<file path="config.mk">
export PLATFORM = sky130hd
export DESIGN_NAME = alu_sequencer_flat
export DESIGN_NICKNAME = d
export VERILOG_FILES = /design/src/rtl/alu_sequencer_if.sv /design/src/rtl/alu_sequencer.sv /design/src/flat_wrapper.sv
export SDC_FILE = /design/constraint.sdc
export NUM_CORES = 1
export LEC_CHECK = 0
export BUFFER_PORTS_ARGS = -buffer_cell sky130_fd_sc_hd__buf_2
export CAP_MARGIN = 20
export CORE_MARGIN = 2
export CORE_UTILIZATION = 35
export CTS_CLUSTER_SIZE = 30
export DETAILED_ROUTE_END_ITERATION = 10
export HOLD_SLACK_MARGIN = 0.12
export PLACE_DENSITY_LB_ADDON = 0.08
export SLEW_MARGIN = 0
export SYNTH_ARGS = -nofsm -noshare
export SYNTH_HDL_FRONTEND = slang
export SYNTH_SLANG_ARGS = --single-unit
</file>
<file path="constraint.sdc">
create_clock -name clk -period 1.5 [get_ports clk]
set_input_delay 0.075 -clock clk [delete_from_list [all_inputs] [get_ports clk]]
set_output_delay 0.075 -clock clk [all_outputs]
set_load 0.05 [all_outputs]
</file>
<file path="src/rtl/alu_sequencer_if.sv">
// Command/response handshake plus the operand/result bus to the external ALU.
// The sequencer connects through the slave modport. The command source, the
// response sink and the ALU connect through the master modport.
interface alu_sequencer_if #(
  parameter int BUS_WIDTH = 8
);
  logic                 cmd_valid;
  logic                 cmd_ready;
  logic [3:0]           cmd_opcode;
  logic [BUS_WIDTH-1:0] cmd_operand;

  logic                 rsp_valid;
  logic                 rsp_ready;
  logic [BUS_WIDTH-1:0] rsp_result;
  logic [4:0]           rsp_flags;

  logic [3:0]           alu_opcode;
  logic [BUS_WIDTH-1:0] alu_a;
  logic [BUS_WIDTH-1:0] alu_b;
  logic                 alu_carry_in;
  logic [BUS_WIDTH-1:0] alu_y;
  logic                 alu_carry_out;
  logic                 alu_borrow;
  logic                 alu_zero;
  logic                 alu_parity;
  logic                 alu_invalid_op;

  modport slave (
    input  cmd_valid, cmd_opcode, cmd_operand, rsp_ready,
    input  alu_y, alu_carry_out, alu_borrow, alu_zero, alu_parity, alu_invalid_op,
    output cmd_ready, rsp_valid, rsp_result, rsp_flags,
    output alu_opcode, alu_a, alu_b, alu_carry_in
  );

  modport master (
    output cmd_valid, cmd_opcode, cmd_operand, rsp_ready,
    output alu_y, alu_carry_out, alu_borrow, alu_zero, alu_parity, alu_invalid_op,
    input  cmd_ready, rsp_valid, rsp_result, rsp_flags,
    input  alu_opcode, alu_a, alu_b, alu_carry_in
  );
endinterface

</file>
<file path="src/rtl/alu_sequencer.sv">
// Accumulator sequencer. It latches one command, drives a combinational external
// ALU for one cycle, captures the result and flags, and holds the response until
// the consumer accepts it.
module alu_sequencer #(
  parameter int BUS_WIDTH = 8
) (
  input  logic             clk,
  input  logic             rst_n,
  alu_sequencer_if.slave   bus
);
  localparam logic [1:0] S_IDLE = 2'd0;
  localparam logic [1:0] S_EXEC = 2'd1;
  localparam logic [1:0] S_RESP = 2'd2;
  localparam logic [3:0] OP_LOAD = 4'hF;

  logic [1:0]           r_state;
  logic [1:0]           w_state_next;
  logic                 r_ready;
  logic [BUS_WIDTH-1:0] r_acc;
  logic                 r_carry;
  logic [4:0]           r_flags;
  logic [3:0]           r_opcode;
  logic [BUS_WIDTH-1:0] r_operand;

  logic                 w_accept;
  logic                 w_rsp_done;
  logic [4:0]           w_load_flags;
  logic [4:0]           w_alu_flags;

  assign w_accept     = (r_state == S_IDLE) && r_ready && bus.cmd_valid;
  assign w_rsp_done   = (r_state == S_RESP) && bus.rsp_ready;
  assign w_load_flags = {1'b0, ^r_operand, (r_operand == '0), 2'b00};
  assign w_alu_flags  = {bus.alu_invalid_op, bus.alu_parity, bus.alu_zero,
                         bus.alu_borrow, bus.alu_carry_out};

  always_comb begin
    w_state_next = r_state;
    case (r_state)
      S_IDLE:  if (w_accept) w_state_next = S_EXEC;
      S_EXEC:  w_state_next = S_RESP;
      S_RESP:  if (w_rsp_done) w_state_next = S_IDLE;
      default: w_state_next = S_IDLE;
    endcase
  end

  // cmd_ready is registered so it stays low until the first edge after reset.
  always_ff @(posedge clk or negedge rst_n) begin
    if (!rst_n) begin
      r_state   <= S_IDLE;
      r_ready   <= 1'b0;
      r_acc     <= '0;
      r_carry   <= 1'b0;
      r_flags   <= 5'b0;
      r_opcode  <= 4'h0;
      r_operand <= '0;
    end else begin
      r_state <= w_state_next;
      r_ready <= (w_state_next == S_IDLE);
      if (w_accept) begin
        r_opcode  <= bus.cmd_opcode;
        r_operand <= bus.cmd_operand;
      end
      if (r_state == S_EXEC) begin
        if (r_opcode == OP_LOAD) begin
          r_acc   <= r_operand;
          r_carry <= 1'b0;
          r_flags <= w_load_flags;
        end else if (bus.alu_invalid_op) begin
          r_flags <= 5'b10000;
        end else begin
          r_acc   <= bus.alu_y;
          r_carry <= bus.alu_carry_out;
          r_flags <= w_alu_flags;
        end
      end
    end
  end

  assign bus.cmd_ready    = r_ready;
  assign bus.rsp_valid    = (r_state == S_RESP);
  assign bus.rsp_result   = r_acc;
  assign bus.rsp_flags    = r_flags;
  assign bus.alu_opcode   = r_opcode;
  assign bus.alu_a        = r_acc;
  assign bus.alu_b        = r_operand;
  assign bus.alu_carry_in = r_carry;
endmodule

</file>
<file path="src/flat_wrapper.sv">
// flat-port wrapper written by rule: the top's interface ports become plain ports
module alu_sequencer_flat 
#(
  parameter int BUS_WIDTH = 8
)
  (clk, rst_n, bus_cmd_valid, bus_cmd_opcode, bus_cmd_operand, bus_rsp_ready, bus_alu_y, bus_alu_carry_out, bus_alu_borrow, bus_alu_zero, bus_alu_parity, bus_alu_invalid_op, bus_cmd_ready, bus_rsp_valid, bus_rsp_result, bus_rsp_flags, bus_alu_opcode, bus_alu_a, bus_alu_b, bus_alu_carry_in);
  alu_sequencer_if #(.BUS_WIDTH(BUS_WIDTH)) bus_i ();
  input  logic clk;
  input  logic rst_n;
  input wire logic [$bits(bus_i.cmd_valid)-1:0] bus_cmd_valid;
  input wire logic [$bits(bus_i.cmd_opcode)-1:0] bus_cmd_opcode;
  input wire logic [$bits(bus_i.cmd_operand)-1:0] bus_cmd_operand;
  input wire logic [$bits(bus_i.rsp_ready)-1:0] bus_rsp_ready;
  input wire logic [$bits(bus_i.alu_y)-1:0] bus_alu_y;
  input wire logic [$bits(bus_i.alu_carry_out)-1:0] bus_alu_carry_out;
  input wire logic [$bits(bus_i.alu_borrow)-1:0] bus_alu_borrow;
  input wire logic [$bits(bus_i.alu_zero)-1:0] bus_alu_zero;
  input wire logic [$bits(bus_i.alu_parity)-1:0] bus_alu_parity;
  input wire logic [$bits(bus_i.alu_invalid_op)-1:0] bus_alu_invalid_op;
  output wire logic [$bits(bus_i.cmd_ready)-1:0] bus_cmd_ready;
  output wire logic [$bits(bus_i.rsp_valid)-1:0] bus_rsp_valid;
  output wire logic [$bits(bus_i.rsp_result)-1:0] bus_rsp_result;
  output wire logic [$bits(bus_i.rsp_flags)-1:0] bus_rsp_flags;
  output wire logic [$bits(bus_i.alu_opcode)-1:0] bus_alu_opcode;
  output wire logic [$bits(bus_i.alu_a)-1:0] bus_alu_a;
  output wire logic [$bits(bus_i.alu_b)-1:0] bus_alu_b;
  output wire logic [$bits(bus_i.alu_carry_in)-1:0] bus_alu_carry_in;
  assign bus_i.cmd_valid = bus_cmd_valid;
  assign bus_i.cmd_opcode = bus_cmd_opcode;
  assign bus_i.cmd_operand = bus_cmd_operand;
  assign bus_i.rsp_ready = bus_rsp_ready;
  assign bus_i.alu_y = bus_alu_y;
  assign bus_i.alu_carry_out = bus_alu_carry_out;
  assign bus_i.alu_borrow = bus_alu_borrow;
  assign bus_i.alu_zero = bus_alu_zero;
  assign bus_i.alu_parity = bus_alu_parity;
  assign bus_i.alu_invalid_op = bus_alu_invalid_op;
  assign bus_cmd_ready = bus_i.cmd_ready;
  assign bus_rsp_valid = bus_i.rsp_valid;
  assign bus_rsp_result = bus_i.rsp_result;
  assign bus_rsp_flags = bus_i.rsp_flags;
  assign bus_alu_opcode = bus_i.alu_opcode;
  assign bus_alu_a = bus_i.alu_a;
  assign bus_alu_b = bus_i.alu_b;
  assign bus_alu_carry_in = bus_i.alu_carry_in;
  alu_sequencer #(.BUS_WIDTH(BUS_WIDTH)) u_core (.clk(clk), .rst_n(rst_n), .bus(bus_i));
endmodule
</file>
==> flow_metrics.py, run 1 <==
metrics = {
    "floorplanning": {
        "start_util_pct": 37.0,
        "core_area_sq_um": 3740,
        "ios": 65,
        "dieArea_sq_um": 4480,
        "dieWidth_um": 66.9,
        "die_h_um": 66.9,
        "num_rows": 22,
    },
    "grt": {
        "antenna_found_initial": 0,
        "overflow": 0,
        "grtUsageTotal_pct": 17.6,
        "grt_max_degree": 30,
        "grt_pass1_vias": 1215,
        "grt_pass1_wl_um": 5730,
    },
    "critical_path": {
        "rr_endpoint": "u_core.bus.alu_opcode[1]",
        "worstSetupPathType": "reg -> out",
        "crit_arrival_ns": 1.26,
        "r2r_slack_ns": 0.21,
        "worst_path_max_delay_cell": "dfrtp_1",
        "required_ns": 1.42,
        "cp_max_fo": 5,
        "worstRegToRegCells": 3,
        "path_cells": "or2b_1 -> inv_1 -> buf_2",
        "endpoint_kind": "output port",
        "max_stage_delay_ns": 0.43,
        "r2r_start": "u_core.r_state[1]",
        "startpoint_type": "register",
    },
    "layout": {
        "final_util_pct": 54.8,
        "drive_above_1_share_pct": 49.8,
        "layout_commonest_cell": "buf_2",
        "fillCellCount": 353,
        "area.growth.synth_to_final_pct": 48.1,
        "multi_input_area_sq_um": 524,
        "layout.nets": 235,
        "seq_area_sq_um": 737,
        "layout_common_cells": "buf_2, dlygate4sd3_1, dfrtp_1",
        "antennaDiodeCount": 0,
    },
    "synth": {
        "synth_nets": 148,
        "ys_warn_count": 0,
        "synth.area.top_cells": "dfrtp_1, mux2_2, a2bb2oi_1",
        "yosysSeqAreaShare_pct": 52.4,
        "netlist.area_leader.share_pct": 52.4,
        "synthDistinctLibCells": 30,
        "synthCells": 115,
        "ys_ff_latch": 29,
        "netlist_area_sq_um": 1390,
        "yosysTopAreaCell": "dfrtp_1",
        "avgSynthCellArea_sq_um": 12.0,
    },
    "place": {
        "dp_hpwl_um": 2440,
        "gp_congestion": 0.710,
        "numPortBuffers": 64,
    },
    "routing": {
        "drc": 0,
        "drt_first_pass_iters": 4,
        "drtIter0Drc": 37,
        "ant_nets": 0,
        "wl_per_cell_um": 14.1,
        "viasPerCell": 4.76,
        "wl_um": 3530,
        "via_count": 1196,
    },
    "clock_tree": {
        "cts_tree": "built",
        "clkSinkCount": 29,
        "numCtsBuffers": 5,
        "cts.path.max_buffers": 2,
        "h-tree-depth": 2,
        "insertion_delay_ns": 0.28,
        "post_cts_resized": 0,
        "clk_pin_slew_worst_paths_ns": 0.06,
        "cts-root-buf": "clkbuf_8",
    },
    "hold_path": {
        "hold_start": "bus_alu_y[4]",
        "min_to": "u_core.bus.alu_a[4]",
        "worst_hold_path.num_cells": 3,
        "hold_class": "in -> reg",
    },
    "timing": {
        "clock.fmax_mhz": 750,
        "min_period_ns": 1.33,
        "finClkSkew_ns": 0.00748,
        "setup_viol": 0,
        "slew_headroom_pct": 56.4,
        "hold_viol": 0,
        "fin_tns_setup_ns": 0,
        "slew_violations": 0,
        "finalCritPeriodShare_pct": 88.8,
        "rsz0062_at_grt": "no",
        "tightest_slew_ns": 0.654,
    },
    "flow_run": {
        "maxCapViolations": 0,
    },
    "outcome": {
        "status": "complete, no violations",
    },
}
flip-flops by register name, summed over array words and instances (netlist names):
signal / count
u_core.bus.rsp_flags: 5
u_core.bus.alu_a: 8
u_core.bus.alu_carry_in: 1
u_core.r_state: 2
u_core.bus.alu_b: 8
u_core.bus.cmd_ready: 1
u_core.bus.alu_opcode: 4
worst max-delay path, delay by kind of cell (launching register included):
family	cells	cell delay, ns
buffers and inverters	2	0.30
flip-flops	1	0.43
AND/OR/NAND/NOR	1	0.25
synthesized netlist by cell type:
master / number
a22oi_1: 1
buf_2: 3
nor2_1: 2
dfrtp_1: 29
nand3b_1: 1
nand4_2: 1
a41o_1: 1
and4bb_2: 1
o31ai_1: 1
o21ai_0: 2
nor3_4: 1
inv_1: 10
o22ai_1: 8
buf_4: 8
or2_0: 1
nand4_1: 1
a21oi_4: 1
buf_6: 2
xnor2_1: 3
o21ai_1: 1
nand2_1: 7
a31oi_1: 1
or2b_1: 1
nand2b_1: 1
nand3_1: 1
nand4b_1: 1
ha_1: 4
mux2_2: 12
a2bb2oi_1: 8
and2b_1: 1
repair_timing:
action                                 in CTS  in global routing
hold buffers                               24                  0
endpoints found under the hold margin      54                  0
setup buffers                               0                  0
layer usage:
metal / GRT usage [%] / wire length (um)
met4: 6.89 / 53
met2: 28.2 / 1680
met1: 22.2 / 1530
met5: 0 / 0
met3: 5.24 / 264
cell families after synthesis:
group / Yosys count / synth area share (%)
simple gates: 20 / 9.40
flops: 29 / 52.4
fa+ha+maj: 4 / 3.61
compound gates: 24 / 13.2
buf+inv: 23 / 9.76
xor+xnor: 3 / 1.90
mux: 12 / 9.76
worst max-delay path by stage:
| stage | from | endpoint | slack (ns) | cells after the start |
|---|---|---|---|---|
| floorplan | u_core.bus.alu_opcode[1] | u_core.bus.rsp_flags[3] | 0.004 | 4 |
| global placement | u_core.bus.alu_b[0] | u_core.bus.rsp_flags[3] | 0.23 | 5 |
| detailed placement | u_core.bus.alu_opcode[2] | u_core.bus.alu_a[0] | 0.20 | 3 |
| CTS | u_core.r_state[0] | bus_rsp_valid | 0.16 | 3 |
| global route | u_core.bus.alu_b[2] | u_core.bus.rsp_flags[3] | 0.08 | 5 |
| finish | u_core.r_state[0] | bus_rsp_valid | 0.17 | 3 |
per-stage QoR:
| stage | instances | instance area, sq um | hold WS [ns] | worst slack (ns) |
|---|---|---|---|---|
| after floorplan | 115 | 1400 | -0.221 | 0.00412 |
| after global placement | 219 | 1730 | 0.147 | 0.225 |
| after detailed placement | 219 | 1730 | 0.156 | 0.198 |
| after CTS | 251 | 2050 | 0.127 | 0.156 |
| after global routing | 251 | 2050 | 0.123 | 0.0777 |
| final | 251 | 2050 | 0.131 | 0.167 |
final cells by class:
class | count | share of cell area [%]
multi-input combinational | 63 | 25.5
clock inverter | 2 | 0.488
inverter | 10 | 1.83
sequential | 29 | 35.9
clock buffer | 6 | 3.54
timing repair buffer | 93 | 29.8
tap | 48 | 2.93
Power of run 1 is not shown: default switching activity piles up to over one toggle a cycle in this logic, so the estimate is an artifact.
==> inputs of run 2 (changes only) <==
CORE_UTILIZATION = 45   (was 35)
RECOVER_POWER = 50   (was unset)
==> flow_metrics.py, run 2 (same netlist as run 1, synthesis figures left out) <==
metrics = {
    "clock_tree": {
        "cts.path.max_buffers": 2,
        "cts_tree": "built",
        "clkSinkCount": 29,
        "insertion_delay_ns": 0.33,
        "numCtsBuffers": 5,
        "clk_pin_slew_worst_paths_ns": 0.09,
        "cts-root-buf": "clkbuf_4",
        "post_cts_resized": 0,
        "h-tree-depth": 2,
    },
    "timing": {
        "min_period_ns": 1.40,
        "setup_viol": 0,
        "clock.fmax_mhz": 713,
        "finClkSkew_ns": 0.00761,
        "fin_tns_setup_ns": 0,
        "finalCritPeriodShare_pct": 93.5,
        "slew_violations": 0,
        "rsz0062_at_grt": "no",
        "hold_viol": 0,
        "hold_ws_ns": 0.179,
        "slew_headroom_pct": 52.5,
        "tightest_slew_ns": 0.713,
    },
    "layout": {
        "fin_cells": 238,
        "antennaDiodeCount": 0,
        "layout_commonest_cell": "buf_2",
        "fillCellCount": 260,
        "final_util_pct": 66.5,
        "layout.nets": 237,
        "layout_common_cells": "buf_2, dlygate4sd3_1, dfrtp_1",
        "area.growth.synth_to_final_pct": 43.0,
        "drive_above_1_share_pct": 40.0,
    },
    "critical_path": {
        "worstRegToRegCells": 3,
        "worst-path-buf-inv": 2,
        "worst_path_max_delay_cell": "dfrtp_1",
        "cpLargestDelayFamily": "flip-flops",
        "crit_arrival_ns": 1.33,
        "r2r_slack_ns": 0.15,
        "path_cells": "or2b_1 -> inv_1 -> buf_2",
        "worstSetupPathType": "reg -> out",
        "endpoint_kind": "output port",
        "r2r_start": "u_core.r_state[1]",
        "rr_endpoint": "u_core.bus.alu_a[2]",
        "required_ns": 1.42,
        "max_stage_delay_ns": 0.44,
        "startpoint_type": "register",
        "cp_max_fo": 5,
        "cp.depth": 3,
    },
    "hold_path": {
        "worst_hold_path.num_cells": 4,
        "min_to": "u_core.bus.rsp_flags[3]",
        "hold_start": "bus_alu_parity",
        "hold_class": "in -> reg",
    },
    "floorplanning": {
        "start_util_pct": 46.5,
        "dieArea_sq_um": 3540,
        "core_area_sq_um": 2980,
        "num_rows": 20,
        "die_h_um": 59.5,
        "dieWidth_um": 59.5,
        "ios": 65,
    },
    "grt": {
        "overflow": 0,
        "grt_pass1_wl_um": 5380,
        "grtUsageTotal_pct": 20.9,
        "antenna_found_initial": 0,
        "grt_max_degree": 30,
        "grt_pass1_vias": 1183,
    },
    "routing": {
        "wl_met2_um": 1660,
        "routed.top_layer": "met4",
        "wl_met1_um": 1450,
        "wl_um": 3400,
        "wl_met3_um": 245,
        "ant_nets": 0,
        "drc": 0,
        "viasPerCell": 5.08,
        "wl_per_cell_um": 14.3,
        "drtIter0Drc": 26,
        "drt_first_pass_iters": 5,
        "via_count": 1208,
    },
    "flow_run": {
        "maxCapViolations": 0,
    },
    "place": {
        "dp_hpwl_um": 2260,
        "numPortBuffers": 64,
        "dp_cells": 204,
        "gp_congestion": 0.747,
    },
    "outcome": {
        "status": "complete, no violations",
    },
}
## run 2: cell count changes in the layout (fill, tap and decap cells not counted), moves of 2 or more
cell | previous run | this run
buf_2 | 64 | 47
clkbuf_8 | 5 | 0
dlygate4sd3_1 | 24 | 26
clkinv_2 | 2 | 0
clkbuf_1 | 1 | 19
clkbuf_4 | 0 | 5
## run 2: worst max-delay path by stage
stage	startpoint	to	slack (ns)
6_report	u_core.r_state[0]	bus_rsp_valid	0.1
5_1_grt	u_core.r_state[0]	bus_rsp_valid	0.02
4_1_cts	u_core.r_state[1]	bus_rsp_valid	0.08
3_5_place_dp	u_core.r_state[1]	u_core.bus.alu_carry_in	0.19
3_3_place_gp	u_core.r_state[1]	u_core.bus.alu_b[5]	0.21
2_1_floorplan	u_core.bus.alu_opcode[1]	u_core.bus.rsp_flags[3]	0.004
## run 2: layout make-up
type	count	area (sq um)	area share [%]
Clock buffer	8	48.8	2.46
Sequential cell	29	737	37.2
Tap cell	33	41.3	2.08
Multi-Input combinational cell	63	518	26.2
Inverter	10	37.5	1.90
Timing Repair Buffer	95	598	30.2
## run 2: per-layer routing
| layer | GRT usage (%) | vias to the layer above |
|---|---|---|
| met3 | 7.86 | 5 |
| li1 | - | 581 |
| met2 | 34.4 | 50 |
| met5 | 0 | - |
| met1 | 25.0 | 572 |
| met4 | 7.47 | 0 |
## run 2: metrics by stage
| stage | cell area, sq um | worst slack, ns |
|---|---|---|
| 3_3_place_gp | 1700 | 0.206 |
| 2_1_floorplan | 1400 | 0.00412 |
| 3_5_place_dp | 1700 | 0.193 |
| 5_1_grt | 1980 | 0.0203 |
| 4_1_cts | 2010 | 0.0839 |
| 6_report | 1980 | 0.0979 |
## run 2: worst reg2reg max path, cell delays in order, from the launching register on
cell	delay, ns
dfrtp_1	0.44
nand2b_1	0.30
a21oi_4	0.33
a2bb2oi_1	0.20
## run 2: timing repair
action / CTS / global route
setup buffers: 0 / 0
endpoints found under the setup margin: 0 / 0
hold endpoints to repair: 56 / 0
hold buffers: 26 / 0
Power of run 2 is left out for the same reason.
==> inputs of run 3 (changes only) <==
CORE_ASPECT_RATIO = 0.75   (was unset)
==> flow_metrics.py, run 3 (same netlist as run 1, synthesis figures left out) <==
metrics = {
    "place": {
        "gp_congestion": 0.737,
        "dp_hpwl_um": 2350,
        "numPortBuffers": 64,
        "dp_cells": 207,
        "placed_cell_area_sq_um": 1700,
    },
    "clock_tree": {
        "cts_tree": "built",
        "hold_buffers": 19,
        "cts_setup_buffers": 0,
        "h-tree-depth": 2,
        "post_cts_resized": 0,
        "clk_pin_slew_worst_paths_ns": 0.06,
        "clkSinkCount": 29,
        "numCtsBuffers": 5,
        "insertion_delay_ns": 0.27,
        "cts-root-buf": "clkbuf_8",
        "cts.path.max_buffers": 2,
    },
    "timing": {
        "slew_violations": 0,
        "clock.fmax_mhz": 738,
        "tightest_slew_ns": 0.692,
        "slew_headroom_pct": 53.9,
        "finalCritPeriodShare_pct": 90.4,
        "finClkSkew_ns": 0.00132,
        "min_period_ns": 1.36,
        "setup_viol": 0,
        "rsz0062_at_grt": "no",
        "fin_tns_setup_ns": 0,
        "hold_viol": 0,
    },
    "grt": {
        "antenna_found_initial": 0,
        "grt_pass1_vias": 1153,
        "grtUsageTotal_pct": 20.2,
        "overflow": 0,
        "grt_pass1_wl_um": 5130,
        "grt_max_degree": 30,
    },
    "floorplanning": {
        "num_rows": 17,
        "start_util_pct": 47.2,
        "ios": 65,
        "dieWidth_um": 68.1,
        "dieArea_sq_um": 3540,
        "core_area_sq_um": 2940,
        "die_h_um": 52.0,
    },
    "routing": {
        "drtIter0Drc": 50,
        "viasPerCell": 5.03,
        "drc": 0,
        "wl_met3_um": 242,
        "wl_per_cell_um": 13.8,
        "wl_met2_um": 1470,
        "ant_nets": 0,
        "wl_um": 3230,
        "drt_first_pass_iters": 4,
        "wl_met1_um": 1490,
        "routed.top_layer": "met4",
        "via_count": 1176,
    },
    "critical_path": {
        "r2r_slack_ns": 0.14,
        "rr_endpoint": "u_core.bus.alu_a[4]",
        "cp_max_fo": 9,
        "worstRegToRegCells": 3,
        "endpoint_kind": "register",
        "startpoint_type": "register",
        "crit_arrival_ns": 1.55,
        "r2r_start": "u_core.bus.alu_opcode[1]",
        "required_ns": 1.69,
        "worstSetupPathType": "reg -> reg",
    },
    "hold_path": {
        "hold_class": "in -> reg",
        "hold_start": "bus_alu_y[0]",
        "min_to": "u_core.bus.alu_a[0]",
        "worst_hold_path.num_cells": 3,
    },
    "layout": {
        "antennaDiodeCount": 0,
        "area.growth.synth_to_final_pct": 40.8,
        "final_util_pct": 66.5,
        "layout.nets": 228,
        "layout_common_cells": "buf_2, clkbuf_1, dfrtp_1",
        "layout_commonest_cell": "buf_2",
        "final_cell_area_sq_um": 1950,
        "drive_above_1_share_pct": 40.8,
        "fin_cells": 234,
    },
    "outcome": {
        "status": "complete, no violations",
    },
    "flow_run": {
        "maxCapViolations": 0,
    },
}
## run 3: cell types whose count changed in the layout (fill, tap and decap cells not counted), moves of 3 or more
cell,delta
buf_4,-3
clkbuf_4,-5
clkbuf_8,+5
dlygate4sd3_1,-7
## run 3: critical path, stage by stage, from the launching register on
cell and delay [ns]:
dfrtp_1 0.41, nand4_2 0.29, a21oi_4 0.38, a2bb2oi_1 0.19
## run 3: how the worst max path moves through the flow
| stage | from | to | slack, ns | cells after the start |
|---|---|---|---|---|
| 6_report | u_core.bus.alu_opcode[1] | u_core.bus.alu_a[4] | 0.14 | 3 |
| 3_5_place_dp | u_core.bus.alu_opcode[1] | u_core.bus.alu_a[4] | 0.16 | 3 |
| 3_3_place_gp | u_core.bus.alu_b[0] | u_core.bus.rsp_flags[3] | 0.18 | 5 |
| 5_1_grt | u_core.bus.alu_opcode[1] | u_core.bus.alu_a[1] | 0.05 | 4 |
| 2_1_floorplan | u_core.bus.alu_opcode[1] | u_core.bus.rsp_flags[3] | 0.004 | 4 |
| 4_1_cts | u_core.bus.alu_opcode[1] | u_core.bus.alu_a[4] | 0.14 | 3 |
## run 3: routing by layer
| layer | vias up | global-route usage, % |
|---|---|---|
| li1 | 561 | - |
| met1 | 565 | 25.8 |
| met2 | 45 | 33.0 |
| met3 | 5 | 6.06 |
| met4 | 0 | 6.00 |
| met5 | - | 0 |
## run 3: area by class of cell
type                       instances  area (sq um)
clock buffer                       8          80.1
fill                             260           985
inverter                          10          37.5
multi-input combinational         63           524
sequential                        29           737
tap                               38          47.5
timing repair buffer              86           524
## run 3: metrics by stage
stage | hold WS (ns) | worst slack (ns)
global placement | 0.127 | 0.182
floorplan | -0.221 | 0.00412
detailed placement | 0.133 | 0.162
finish | 0.119 | 0.144
global route | 0.138 | 0.0465
CTS | 0.120 | 0.144
Power of run 3 is left out for the same reason.
